**config.mk**
```make
export PLATFORM = sky130hd
export DESIGN_NAME = sdram_port_arbiter
export DESIGN_NICKNAME = d
export VERILOG_FILES = /design/src/rtl/sdram_arb_pkg.sv /design/src/rtl/sdram_arb_tag_fifo.sv /design/src/rtl/sdram_port_arbiter.sv
export SDC_FILE = /design/constraint.sdc
export NUM_CORES = 1
export LEC_CHECK = 0
export ABC_AREA = 1
export CAP_MARGIN = 40
export CELL_PAD_IN_SITES_DETAIL_PLACEMENT = 1
export CELL_PAD_IN_SITES_GLOBAL_PLACEMENT = 1
export CORE_AREA = 5 5 121 134
export DETAILED_ROUTE_END_ITERATION = 6
export DIE_AREA = 0 0 126 139
export PLACE_DENSITY_LB_ADDON = 0.1
export SYNTH_ARGS = -nofsm -noshare
export SYNTH_HDL_FRONTEND = slang
export SYNTH_HIERARCHICAL = 1
export SYNTH_SLANG_ARGS = --single-unit
```
**constraint.sdc**
```tcl
create_clock -name clk_clk -period 2.5 [get_ports clk_clk]
set_input_delay 0.375 -clock clk_clk [delete_from_list [all_inputs] [get_ports clk_clk]]
set_output_delay 0.375 -clock clk_clk [all_outputs]
set_load 0.02 [all_outputs]
```
**src/rtl/sdram_arb_pkg.sv**
```systemverilog
// Shared types for the two-master SDRAM port arbiter.
// Grant state and master identifiers used by the top and the tag FIFO.
package sdram_arb_pkg;

  typedef enum logic [1:0] {
    IDLE   = 2'd0,
    GRANT0 = 2'd1,
    GRANT1 = 2'd2
  } arb_state_t;

  typedef logic master_id_t;

  localparam master_id_t M0 = 1'b0;
  localparam master_id_t M1 = 1'b1;

endpackage

```
**src/rtl/sdram_arb_tag_fifo.sv**
```systemverilog
// In-order FIFO of master ids for reads accepted by the SDRAM port.
// Simultaneous push and pop are both honoured, even when full.
module sdram_arb_tag_fifo
  import sdram_arb_pkg::*;
#(
  parameter  int DEPTH = 4,
  localparam int AW    = (DEPTH > 1) ? $clog2(DEPTH) : 1,
  localparam int CW    = $clog2(DEPTH + 1)
) (
  input  logic          clk,
  input  logic          rst,
  input  logic          push,
  input  logic          pop,
  input  master_id_t    din,
  output master_id_t    dout,
  output logic          full,
  output logic          empty,
  output logic [CW-1:0] count
);

  master_id_t    mem [DEPTH];
  logic [AW-1:0] rd_ptr;
  logic [AW-1:0] wr_ptr;
  logic          do_push;
  logic          do_pop;

  assign empty   = (count == '0);
  assign full    = (count == CW'(DEPTH));
  assign dout    = mem[rd_ptr];
  assign do_pop  = pop && !empty;
  assign do_push = push && (!full || do_pop);

  function automatic logic [AW-1:0] inc(
    input logic [AW-1:0] p
  );
    return (p == AW'(DEPTH - 1)) ? '0 : p + 1'b1;
  endfunction

  always_ff @(posedge clk) begin
    if (do_push) begin
      mem[wr_ptr] <= din;
    end
  end

  always_ff @(posedge clk) begin
    if (rst) begin
      rd_ptr <= '0;
      wr_ptr <= '0;
      count  <= '0;
    end else begin
      if (do_push) begin
        wr_ptr <= inc(wr_ptr);
      end
      if (do_pop) begin
        rd_ptr <= inc(rd_ptr);
      end
      count <= count + CW'(do_push) - CW'(do_pop);
    end
  end

endmodule

```
**src/rtl/sdram_port_arbiter.sv**
```systemverilog
// Round-robin arbiter sharing one Avalon-MM SDRAM port between
// an instruction-fetch master (m0) and a data master (m1).
module sdram_port_arbiter
  import sdram_arb_pkg::*;
#(
  parameter int ADDR_W          = 29,
  parameter int DATA_W          = 32,
  parameter int MAX_OUTSTANDING = 4
) (
  input  logic                clk_clk,
  input  logic                reset_reset,
  input  logic [ADDR_W-1:0]   m0_address,
  input  logic                m0_read,
  output logic                m0_waitrequest,
  output logic [DATA_W-1:0]   m0_readdata,
  output logic                m0_readdatavalid,
  input  logic [ADDR_W-1:0]   m1_address,
  input  logic                m1_read,
  input  logic                m1_write,
  input  logic [DATA_W-1:0]   m1_writedata,
  input  logic [DATA_W/8-1:0] m1_byteenable,
  output logic                m1_waitrequest,
  output logic [DATA_W-1:0]   m1_readdata,
  output logic                m1_readdatavalid,
  output logic [ADDR_W-1:0]   s_address,
  output logic                s_read,
  output logic                s_write,
  output logic [DATA_W-1:0]   s_writedata,
  output logic [DATA_W/8-1:0] s_byteenable,
  input  logic                s_waitrequest,
  input  logic                s_readdatavalid,
  input  logic [DATA_W-1:0]   s_readdata,
  output logic                rsp_orphan
);

  localparam int CNT_W = $clog2(MAX_OUTSTANDING + 1);

  arb_state_t       state;
  master_id_t       last_grant;
  master_id_t       tag_head;
  logic             tag_full;
  logic             tag_empty;
  logic [CNT_W-1:0] tag_count;
  logic             rd_room;
  logic             elig0;
  logic             elig1;
  logic             accept;
  logic             rsp_hit;

  always_comb begin
    s_address    = '0;
    s_read       = 1'b0;
    s_write      = 1'b0;
    s_writedata  = '0;
    s_byteenable = '0;
    unique case (state)
      GRANT0: begin
        s_address    = m0_address;
        s_read       = m0_read;
        s_byteenable = '1;
      end
      GRANT1: begin
        s_address    = m1_address;
        s_read       = m1_read;
        s_write      = m1_write;
        s_writedata  = m1_writedata;
        s_byteenable = m1_byteenable;
      end
      default: ;
    endcase
  end

  assign accept = (state != IDLE) && (s_read || s_write)
               && !s_waitrequest;

  assign m0_waitrequest = !(state == GRANT0 && !s_waitrequest);
  assign m1_waitrequest = !(state == GRANT1 && !s_waitrequest);

  // Reads are held off while every tag slot is in use; writes never are.
  assign rd_room = !tag_full;
  assign elig0   = m0_read && rd_room;
  assign elig1   = m1_write || (m1_read && rd_room);

  assign rsp_hit          = s_readdatavalid && !tag_empty;
  assign m0_readdatavalid = rsp_hit && (tag_head == M0);
  assign m1_readdatavalid = rsp_hit && (tag_head == M1);
  assign m0_readdata      = s_readdata;
  assign m1_readdata      = s_readdata;

  always_ff @(posedge clk_clk) begin
    if (reset_reset) begin
      state      <= IDLE;
      last_grant <= M1;
      rsp_orphan <= 1'b0;
    end else begin
      if (s_readdatavalid && tag_count == '0) begin
        rsp_orphan <= 1'b1;
      end
      unique case (state)
        IDLE: begin
          if (elig0 && (!elig1 || last_grant == M1)) begin
            state      <= GRANT0;
            last_grant <= M0;
          end else if (elig1) begin
            state      <= GRANT1;
            last_grant <= M1;
          end
        end
        GRANT0: begin
          if (accept || !m0_read) begin
            state <= IDLE;
          end
        end
        GRANT1: begin
          if (accept || !(m1_read || m1_write)) begin
            state <= IDLE;
          end
        end
        default: state <= IDLE;
      endcase
    end
  end

  sdram_arb_tag_fifo #(
    .DEPTH (MAX_OUTSTANDING)
  ) u_tags (
    .clk   (clk_clk),
    .rst   (reset_reset),
    .push  (accept && s_read),
    .pop   (s_readdatavalid),
    .din   ((state == GRANT1) ? M1 : M0),
    .dout  (tag_head),
    .full  (tag_full),
    .empty (tag_empty),
    .count (tag_count)
  );

endmodule

```
# Word-level counts from Yosys, hierarchy flattened
# Memories as Yosys holds them, arrays and structs flattened. A register that Yosys moved wholly into a read port is not among the register bits.
# Cells that the tools add are included.
# word_totals
ff_bits,11
word_cells,73
memories,1
romBits,0
latchBits,0
output_inout_bits,136
ramBits,4
inputBits,133
# op_classes
addsub,4
muxes,19
n_mul,0
order_cmp,0
n_reduce_logical,34
n_eq_ne,8
n_shift,0
bitwise,1
div_mod_pow,0
# memory_table
name,depth,word_bits,read_ports,rd_clocked_by_memory_dff,wr,line_no,text
u_tags.mem,4,1,1,1,1,sdram_arb_tag_fifo.sv:21,master_id_t mem [DEPTH];
# op_table
cell,n
one-hot mux 29 bit (2 select lines),1
2-to-1 mux 32 bit,1
2-to-1 mux 2 bit,8
logical AND 1 bit,13
logical NOT 1 bit,8
one-hot mux 4 bit (2 select lines),1
logical OR 1 bit,7
equality test 2 bit (second input constant),3
2-to-1 mux 1 bit,6
one-hot mux 2 bit (3 select lines),1
adder 2 x 1 -> 2 bit (second input constant),2
inequality test 2 x 1 -> 1 bit (second input constant),2
nonzero test 2 bit,2
adder 3 x 1 -> 3 bit,1
equality test 3 bit (second input constant),1
logical NOT 3 bit,1
inequality test 3 bit (second input constant),1
AND reduction 3 bit,1
subtractor 3 x 1 -> 3 bit,1
equality test 2 x 1 -> 1 bit (second input constant),1
logical NOT 2 bit,1
one-hot mux 1 bit (2 select lines),1
AND reduction 2 bit,1
NOT 1 bit,1

# Longest topological paths before layout
# Gate-level depths: netlist (run 1).
# logic_depth
ltp_word,9
mapped_depth,14
ltp_nobuf,14

# Cells and area by module
# The synthesis (run 1) kept the hierarchy.
# by_module_without_submodules
mod,seq_area_each_um2,cells_each,area_per_inst_um2,n_inst
sdram_port_arbiter,80.1,292,1506.4,1
sdram_arb_tag_fifo,300.3,80,654.4,1

# Worst setup path before layout (run 1)
# Ideal clock, no wire load.
# synth_timing
kind,reg-to-reg
startpoint,register state[0]
endpoint,register u_tags.count[1]
required_ns,2.436
path_buffers,0
synth_period_minus_slack_ns,2.205
path_stages_with_launch,13
setup_time_ns,0.064
setup_slack_ns,0.295
arrival_time_ns,2.140
cell_sequence,dfxtp_1 -> inv_1 -> ha_1 -> nand2_1 -> nand2_1 -> nand2_1 -> nor3_1 -> or2_1 -> nand2_1 -> ha_1 -> inv_1 -> fa_1 -> nor2_1
# synth_via
elab_chain_cells,9
word_cells_on_any_way,12
cone_classes,add/sub: 2; eq/ne: 2; mux: 2; reduce/logical: 6
# synth_rtl
element,line_no,text
"start, declared",sdram_port_arbiter.sv:38,arb_state_t state;
"start signal, assigned",sdram_port_arbiter.sv:92,state <= IDLE;
"start signal, assigned",sdram_port_arbiter.sv:102,state <= GRANT0;
"start signal, assigned",sdram_port_arbiter.sv:105,state <= GRANT1;
equality test 2 bit / equality test 2 x 1 -> 1 bit (equally long branches),sdram_port_arbiter.sv:56,unique case (state)
one-hot mux 1 bit (2 select lines) / 2-to-1 mux 1 bit (equally long branches),sdram_port_arbiter.sv:56,
logical OR 1 bit,sdram_port_arbiter.sv:73,assign accept = (state != IDLE) && (s_read || s_write)
logical AND 1 bit,sdram_port_arbiter.sv:73,
logical AND 1 bit,sdram_port_arbiter.sv:74,&& !s_waitrequest;
logical AND 1 bit (*),sdram_port_arbiter.sv:129,".push (accept && s_read),"
logical AND 1 bit (*),sdram_arb_tag_fifo.sv:31,assign do_push = push && (!full || do_pop);
adder 3 x 1 -> 3 bit (*),sdram_arb_tag_fifo.sv:57,count <= count + CW'(do_push) - CW'(do_pop);
subtractor 3 x 1 -> 3 bit (*),sdram_arb_tag_fifo.sv:57,
"end signal, assigned",sdram_arb_tag_fifo.sv:57,
"end, declared",sdram_arb_tag_fifo.sv:18,output logic [CW-1:0] count
# Mark *: on every way between the ends. The rest lies on a longest branch, timed or not.
# A chain may end at the register's enable or synchronous reset.

# Worst setup path after layout (run 1)
# layout_timing
startpoint,register state[0]
endpoint,output port s_writedata[30]
# layout_via
elab_chain_cells,2
# layout_rtl
element,line_no,text
equality test 2 bit,sdram_port_arbiter.sv:56,
2-to-1 mux 32 bit,sdram_port_arbiter.sv:56,
"end, declared",sdram_port_arbiter.sv:28,"output logic [DATA_W-1:0] s_writedata,"
# Every way passes these cells.

==> run_results.csv, run 1 <==
group,metric,value,unit
outcome,outcome,"completed",
worst_setup_path,cell_at_the_slowest_stage_of_the_critical_path,"sky130_fd_sc_hd__clkdlybuf4s50_1",
yosys,yosysSeqAreaShare,17.6,%
global_route,antenna_found_initial,0,
power,maximum_vdd_drop,0.407,mV
timing,worst_pin_slew,369,ps
worst_setup_path,crit_path_max_fanout,20,
global_route,wire_length_of_the_first_global_routing_pass,14900,um
cts,tritoncts,"built",
worst_setup_path,timing.rr.start,"state[1]",
worst_setup_path,critical_path_arrival,2000,ps
routing,finalWirelength,9790,um
layout,flow.area_growth_from_synthesis,81.4,%
layout,stdcell_count,677,
timing,worst_case_clock_skew,5.20,ps
cts,clock_sink_count,17,
yosys,synthTopCellsByArea,"sky130_fd_sc_hd__buf_4, sky130_fd_sc_hd__nand2_1, sky130_fd_sc_hd__dfxtp_1",
layout,finish.instance_area,3920,um^2
timing,fin_setup_tns,0,ps
power,pwr_density_cell,776,nW/um^2
timing,grt_setup_unrepaired,"no",
timing,timing.max_slew.rel_slack,75.3,%
routing,drt_pre_antenna_iters,4,
yosys,yosys.area.top_type_share,22.6,%
worst_setup_path,crit-reg2reg-capture,"u_tags/count[2]",
routing,vias_per_cell,3.74,
timing,final_hold_fails,0,
worst_setup_path,cpMostUsedCell,"sky130_fd_sc_hd__inv_1",
routing,detail_route.wl_per_cell,14.5,um
global_route,globalRoute.totalOverflow,0,
worst_setup_path,critical_path_cell_sequence,"inv_1 > ha_4 > buf_12 > buf_4 > nand2_1 > inv_1 > clkdlybuf4s50_1",
job,number_of_maximum_capacitance_violations,0,
cts,postCtsHoldBufs,0,
worst_setup_path,startpoint_type,"flip-flop",
min_path,min-delay-start,"rsp_orphan",
cts,cts_max_level,1,
floorplan,initial_utilization,14.6,%
cts,clk_root_buffer_cell,"sky130_fd_sc_hd__clkbuf_16",
yosys,yosys_reg_bits,17,
place,detailedPlacementHpwl,8240,um
routing,route.antenna.remaining_nets,0,
yosys,synthDominantAreaCellType,"sky130_fd_sc_hd__buf_4",
routing,vias,2531,
yosys,synth_area,2160,um^2
place,gpl.final_weighted_congestion,0.734,
global_route,gr-usage-all-layers,10.6,%
worst_setup_path,worstPathRequired,2120,ps
worst_setup_path,worstSetupEndpointType,"output port",
timing,period_share,95.2,%
place,numPortBuffers,172,
timing,timing_max_transition_violations_final,0,
cts,cts.reportedPaths.clkPinSlew,60,ps
layout,nNetsFinal,625,
cts,worst_skew_pair.late_latency,250,ps
min_path,worst_hold_path_type,"flip-flop to flip-flop",
floorplan,floorplan.core_area,14800,um^2
power,power.leakage,0.00240,uW
yosys,postSynthAreaPerCell,5.81,um^2
place,place_inst,671,
min_path,hold_path_depth,2,
floorplan,placement_rows,47,
floorplan,die_w,126,um
timing,final_report_setup_violation_count,0,
place,post_place_cell_area,3680,um^2
timing,final_critical_path_setup_slack,121,ps
worst_setup_path,crit_family,"buffers and inverters",
yosys,synth_cell_types,22,
worst_setup_path,path_class,"flip-flop to output port",
yosys,syn_nets,515,
floorplan,die-area,17500,um^2
power,power,3040,uW
cts,ctsLongestPathBuffers,2,
yosys,yosysWarningCount,6,
worst_setup_path,critical_path.n_buffers_inverters,5,
global_route,grt_pass1_vias,2669,
layout,drive_above_1_share,4.37,%
routing,drc_errors,0,
min_path,worst_hold_path.endpoint,"rsp_orphan",
yosys,synthCells,372,
worst_setup_path,slowest_delay,590,ps
worst_setup_path,rr_worst_depth,13,
timing,max_freq,0.420,GHz
floorplan,pin_count,269,
worst_setup_path,setup.reg_to_reg.worst_slack,320,ps
layout,antennaDiodeCount,0,
floorplan,die_span_y,139,um
cts,cts_inserted_buffers,3,
global_route,maximum_number_of_pins_on_one_net_before_global_route_repair,35,
timing,shortest_period_the_worst_path_allows,2380,ps
place,preCtsSetupSlack,120,ps
routing,number_of_drc_markers_after_the_initial_detailed_route_iteration,26,
-- placed cells by master (no fill, tap or decap), types with 2 or more instances in the layout --
cell / synthesis / final
sky130_fd_sc_hd__ha_1: 9 / 8
sky130_fd_sc_hd__clkbuf_16: 0 / 3
sky130_fd_sc_hd__nand2_1: 128 / 128
sky130_fd_sc_hd__nor2_1: 15 / 15
sky130_fd_sc_hd__a21oi_1: 43 / 43
sky130_fd_sc_hd__nand3_1: 9 / 9
sky130_fd_sc_hd__clkdlybuf4s50_1: 0 / 131
sky130_fd_sc_hd__edfxtp_1: 4 / 4
sky130_fd_sc_hd__buf_4: 65 / 5
sky130_fd_sc_hd__nand2_2: 2 / 2
sky130_fd_sc_hd__inv_1: 59 / 59
sky130_fd_sc_hd__inv_2: 2 / 2
sky130_fd_sc_hd__buf_12: 0 / 3
sky130_fd_sc_hd__dlymetal6s2s_1: 0 / 41
sky130_fd_sc_hd__dfxtp_1: 13 / 13
sky130_fd_sc_hd__nor3_1: 3 / 3
-- power by group --
group	switching, uW	internal, uW
Combinational	1280	1020
Clock	112	214
Sequential	59.1	355
-- layer usage --
layer	share of wire, %	wire length, um	track usage (%)	up-vias
li1	-	-	-	1273
met1	36	3560	11.3	1134
met2	54	5330	20.3	100
met3	8.1	792	3.47	24
met4	1.1	105	1.92	0
met5	0	0	0	-
-- worst register-to-register path: stages, from the launching register on --
cell and delay (ps):
sky130_fd_sc_hd__dfxtp_1 340, sky130_fd_sc_hd__inv_1 90, sky130_fd_sc_hd__ha_1 230, sky130_fd_sc_hd__nand2_1 90, sky130_fd_sc_hd__nand2_1 70, sky130_fd_sc_hd__nand2_1 60
sky130_fd_sc_hd__nor3_1 260, sky130_fd_sc_hd__nand3_1 120, sky130_fd_sc_hd__nand2_1 80, sky130_fd_sc_hd__ha_1 130, sky130_fd_sc_hd__inv_1 50, sky130_fd_sc_hd__fa_1 380
sky130_fd_sc_hd__nor2_1 110, sky130_fd_sc_hd__nor2_1 50
-- final cells by class --
type / count / area, um^2
clock buffers: 3 / 75.1
clock inverters: 1 / 5.00
fillers: 1870 / 10900
inverters: 61 / 229
multi-input cells: 217 / 1020
flip-flops and latches: 17 / 380
well taps: 196 / 245
repair buffers: 182 / 1970
-- cells in the mapped netlist --
cell,count
sky130_fd_sc_hd__a21oi_1,43
sky130_fd_sc_hd__nand2_2,2
sky130_fd_sc_hd__nand2_1,128
sky130_fd_sc_hd__o21ai_1,1
sky130_fd_sc_hd__buf_2,9
sky130_fd_sc_hd__or2_1,1
sky130_fd_sc_hd__inv_2,2
sky130_fd_sc_hd__nand3_1,9
sky130_fd_sc_hd__nor3_1,3
sky130_fd_sc_hd__nor2_1,15
sky130_fd_sc_hd__dfxtp_1,13
sky130_fd_sc_hd__inv_1,59
sky130_fd_sc_hd__clkbuf_1,3
sky130_fd_sc_hd__buf_4,65
sky130_fd_sc_hd__nand3_2,1
sky130_fd_sc_hd__a32oi_1,1
sky130_fd_sc_hd__or2_2,1
sky130_fd_sc_hd__nand4_1,1
sky130_fd_sc_hd__nor3b_1,1
sky130_fd_sc_hd__fa_1,1
sky130_fd_sc_hd__edfxtp_1,4
sky130_fd_sc_hd__ha_1,9
-- kinds of logic after synthesis --
group / share of synthesized area, %
fa+ha+maj: 6.14
simple gates: 29.9
compound gates: 10.6
flops: 17.6
buf+inv: 35.8
-- what timing repair did --
action / 4_1_cts / 5_1_grt
endpoints found under the setup margin: 33 / 47
buffers inserted: 0 / 1
hold endpoints to repair: 0 / 0
gates resized for setup: 2 / 41
cloned: 1 / 0
-- worst max-delay path by stage --
stage / start / endpoint / slack [ps] / cells after the start
floorplan: state[0] / u_tags/count[1] / 300 / 12
CTS: state[1] / s_address[17] / 2 / 6
finish: state[0] / s_writedata[30] / 120 / 7
detailed placement: m0_read / u_tags/count[2] / 120 / 12
global route: state[0] / s_writedata[30] / 5 / 7
global placement: m0_read / u_tags/count[2] / 200 / 12
-- stage by stage --
step	hold slack [ps]	utilization, %
6_report	479	26.5
5_1_grt	519	26.5
4_1_cts	483	25.7
3_5_place_dp	471	24.9
3_3_place_gp	449	24.9
2_1_floorplan	442	-
Note: power is estimated with default switching activity, not from simulation.
==> run 2, diff against run 1 <==
CORE_AREA = 2 2 103 105   (was 5 5 121 134)
CTS_CLUSTER_DIAMETER = 50   (was not set)
DIE_AREA = 0 0 105 107   (was 0 0 126 139)
DONT_BUFFER_PORTS = 1   (was not set)
==> run 2 against run 1 <==
Fmax rose by 2.9%. Register-to-register slack barely moved. Global-route usage rose by 0.85 points. First-iteration DRC count rose to 3.4 times the previous value. Core utilization fell by 5.2 points. Non-clock buffer count fell by 143.
==> run_results.csv, run 2 (same netlist as run 1, synthesis figures left out) <==
group,metric,value,unit
worst_setup_path,crit_start,"state[0]",
global_route,wire_length_of_the_first_global_routing_pass,10400,um
global_route,antenna_found_initial,0,
routing,drt_pre_antenna_iters,3,
layout,sequential_cell_area,380,um^2
floorplan,die_w,105,um
global_route,globalRoute.totalOverflow,0,
worst_setup_path,critical_path_arrival,1940,ps
timing,period_share,92.5,%
layout,nNetsFinal,482,
timing,fin_setup_tns,0,ps
global_route,grt_pass1_vias,2058,
place,preCtsSetupSlack,364,ps
routing,finalWirelength,7030,um
worst_setup_path,slowest_delay,540,ps
worst_setup_path,setup.reg_to_reg.worst_slack,310,ps
layout,most_frequent_cells_in_the_layout,"sky130_fd_sc_hd__nand2_1, sky130_fd_sc_hd__inv_1, sky130_fd_sc_hd__a21oi_1",
floorplan,placement_rows,37,
timing,max_freq,0.433,GHz
timing,final_report_setup_violation_count,0,
cts,ctsLongestPathBuffers,2,
layout,finish.instance_area,2140,um^2
worst_setup_path,startpoint_type,"flip-flop",
worst_setup_path,worstSetupPathDepth,6,
floorplan,pin_count,269,
worst_setup_path,worstPathRequired,2120,ps
routing,drc_errors,0,
power,pwr_density_cell,1060,nW/um^2
timing,timing.max_slew.rel_slack,54.4,%
layout,commonest_non_fill_non_tap_cell_in_the_layout,"sky130_fd_sc_hd__nand2_1",
floorplan,die_span_y,107,um
job,number_of_maximum_capacitance_violations,0,
place,post_place_cell_area,2090,um^2
cts,clk_root_buffer_cell,"sky130_fd_sc_hd__clkbuf_8",
place,numPortBuffers,0,
worst_setup_path,crit_path_max_fanout,71,
place,detailedPlacementHpwl,5640,um
place,gpl.final_weighted_congestion,0.693,
layout,drive_above_1_share,14.8,%
worst_setup_path,path_class,"flip-flop to output port",
worst_setup_path,critical_path.n_buffers_inverters,3,
routing,route.antenna.remaining_nets,0,
worst_setup_path,critPathCapture,"s_address[1]",
global_route,gr-usage-all-layers,11.4,%
power,power.leakage,0.00114,uW
worst_setup_path,worstSetupEndpointType,"output port",
floorplan,die-area,11200,um^2
routing,detail_route.wl_per_cell,14.8,um
cts,cts_repair_resize_count,0,
timing,grt_setup_unrepaired,"no",
layout,flow.area_growth_from_synthesis,-0.927,%
layout,multi_input_area,1010,um^2
worst_setup_path,cpMostUsedCell,"sky130_fd_sc_hd__buf_4",
worst_setup_path,timing.rr.start,"state[0]",
timing,shortest_period_the_worst_path_allows,2310,ps
cts,tritoncts,"built",
cts,cts.repair_timing.setup_buffer_count,0,
timing,worst_case_clock_skew,6.82,ps
routing,vias,1969,
global_route,maximum_number_of_pins_on_one_net_before_global_route_repair,72,
floorplan,floorplan.core_area,10100,um^2
worst_setup_path,critical_path_cell_sequence,"inv_1 > ha_2 > buf_4 > nand2_1 > a21oi_1 > buf_4",
cts,clock_sink_count,17,
worst_setup_path,rr_worst_depth,11,
timing,final_hold_fails,0,
worst_setup_path,cell_at_the_slowest_stage_of_the_critical_path,"sky130_fd_sc_hd__buf_4",
timing,timing_max_transition_violations_final,0,
min_path,worst_hold_path_type,"primary input to flip-flop",
power,maximum_vdd_drop,0.298,mV
layout,fillCellCount,1329,
cts,cts_inserted_buffers,3,
routing,vias_per_cell,4.15,
cts,cts_max_level,1,
layout,antennaDiodeCount,0,
floorplan,initial_utilization,21.4,%
routing,number_of_drc_markers_after_the_initial_detailed_route_iteration,88,
timing,worst_pin_slew,684,ps
cts,postCtsHoldBufs,0,
worst_setup_path,crit_family,"buffers and inverters",
timing,final_critical_path_setup_slack,188,ps
worst_setup_path,crit-reg2reg-capture,"u_tags/count[2]",
cts,cts.reportedPaths.clkPinSlew,80,ps
cts,worst_skew_pair.late_latency,260,ps
outcome,outcome,"completed",
-- run 2: cell count changes in the layout (fill, tap and decap cells not counted), sizes merged --
cell	delta
bufbuf	-1
dlymetal6s2s	-41
clkdlybuf4s50	-131
buf	+30
-- run 2: report_power, final --
group | internal, uW | switching (uW)
combinational | 476 | 1150
clock | 111 | 103
sequential | 355 | 62.9
total | 942 | 1320
-- run 2: layout make-up --
cell class	count	share of cell area [%]
tap	136	7.95
clock inverter	1	0.234
inverter	61	10.7
clock buffer	3	1.93
timing repair buffer	39	14.3
sequential	17	17.8
multi-input combinational	217	47.2
-- run 2: routing by layer --
metal  wire length (um)  track usage (%)  vias up
met2               3740             22.0       81
met5                  0                0        -
met4                159             4.10        0
li1                   -                -      988
met1               2640             12.3      870
met3                479             2.31       30
-- run 2: how the worst min path moves through the flow --
stage / from / to / slack (ps) / depth (start not counted)
final: reset_reset / state[1] / 180 / 1
after global routing: reset_reset / state[1] / 160 / 1
after floorplan: reset_reset / u_tags/count[1] / 440 / 1
after CTS: reset_reset / state[1] / 170 / 1
after detailed placement: reset_reset / u_tags/count[1] / 450 / 1
after global placement: reset_reset / u_tags/count[1] / 440 / 1
-- run 2: through the flow --
step           power (uW)  utilization, %  instances  hold WS [ps]
2_1_floorplan        1760               -        372           442
3_3_place_gp         2080            20.8        470           444
3_5_place_dp         2100            20.8        470           448
4_1_cts              2320            21.2        474           168
5_1_grt              2500            21.2        474           162
6_report             2260            21.2        474           175
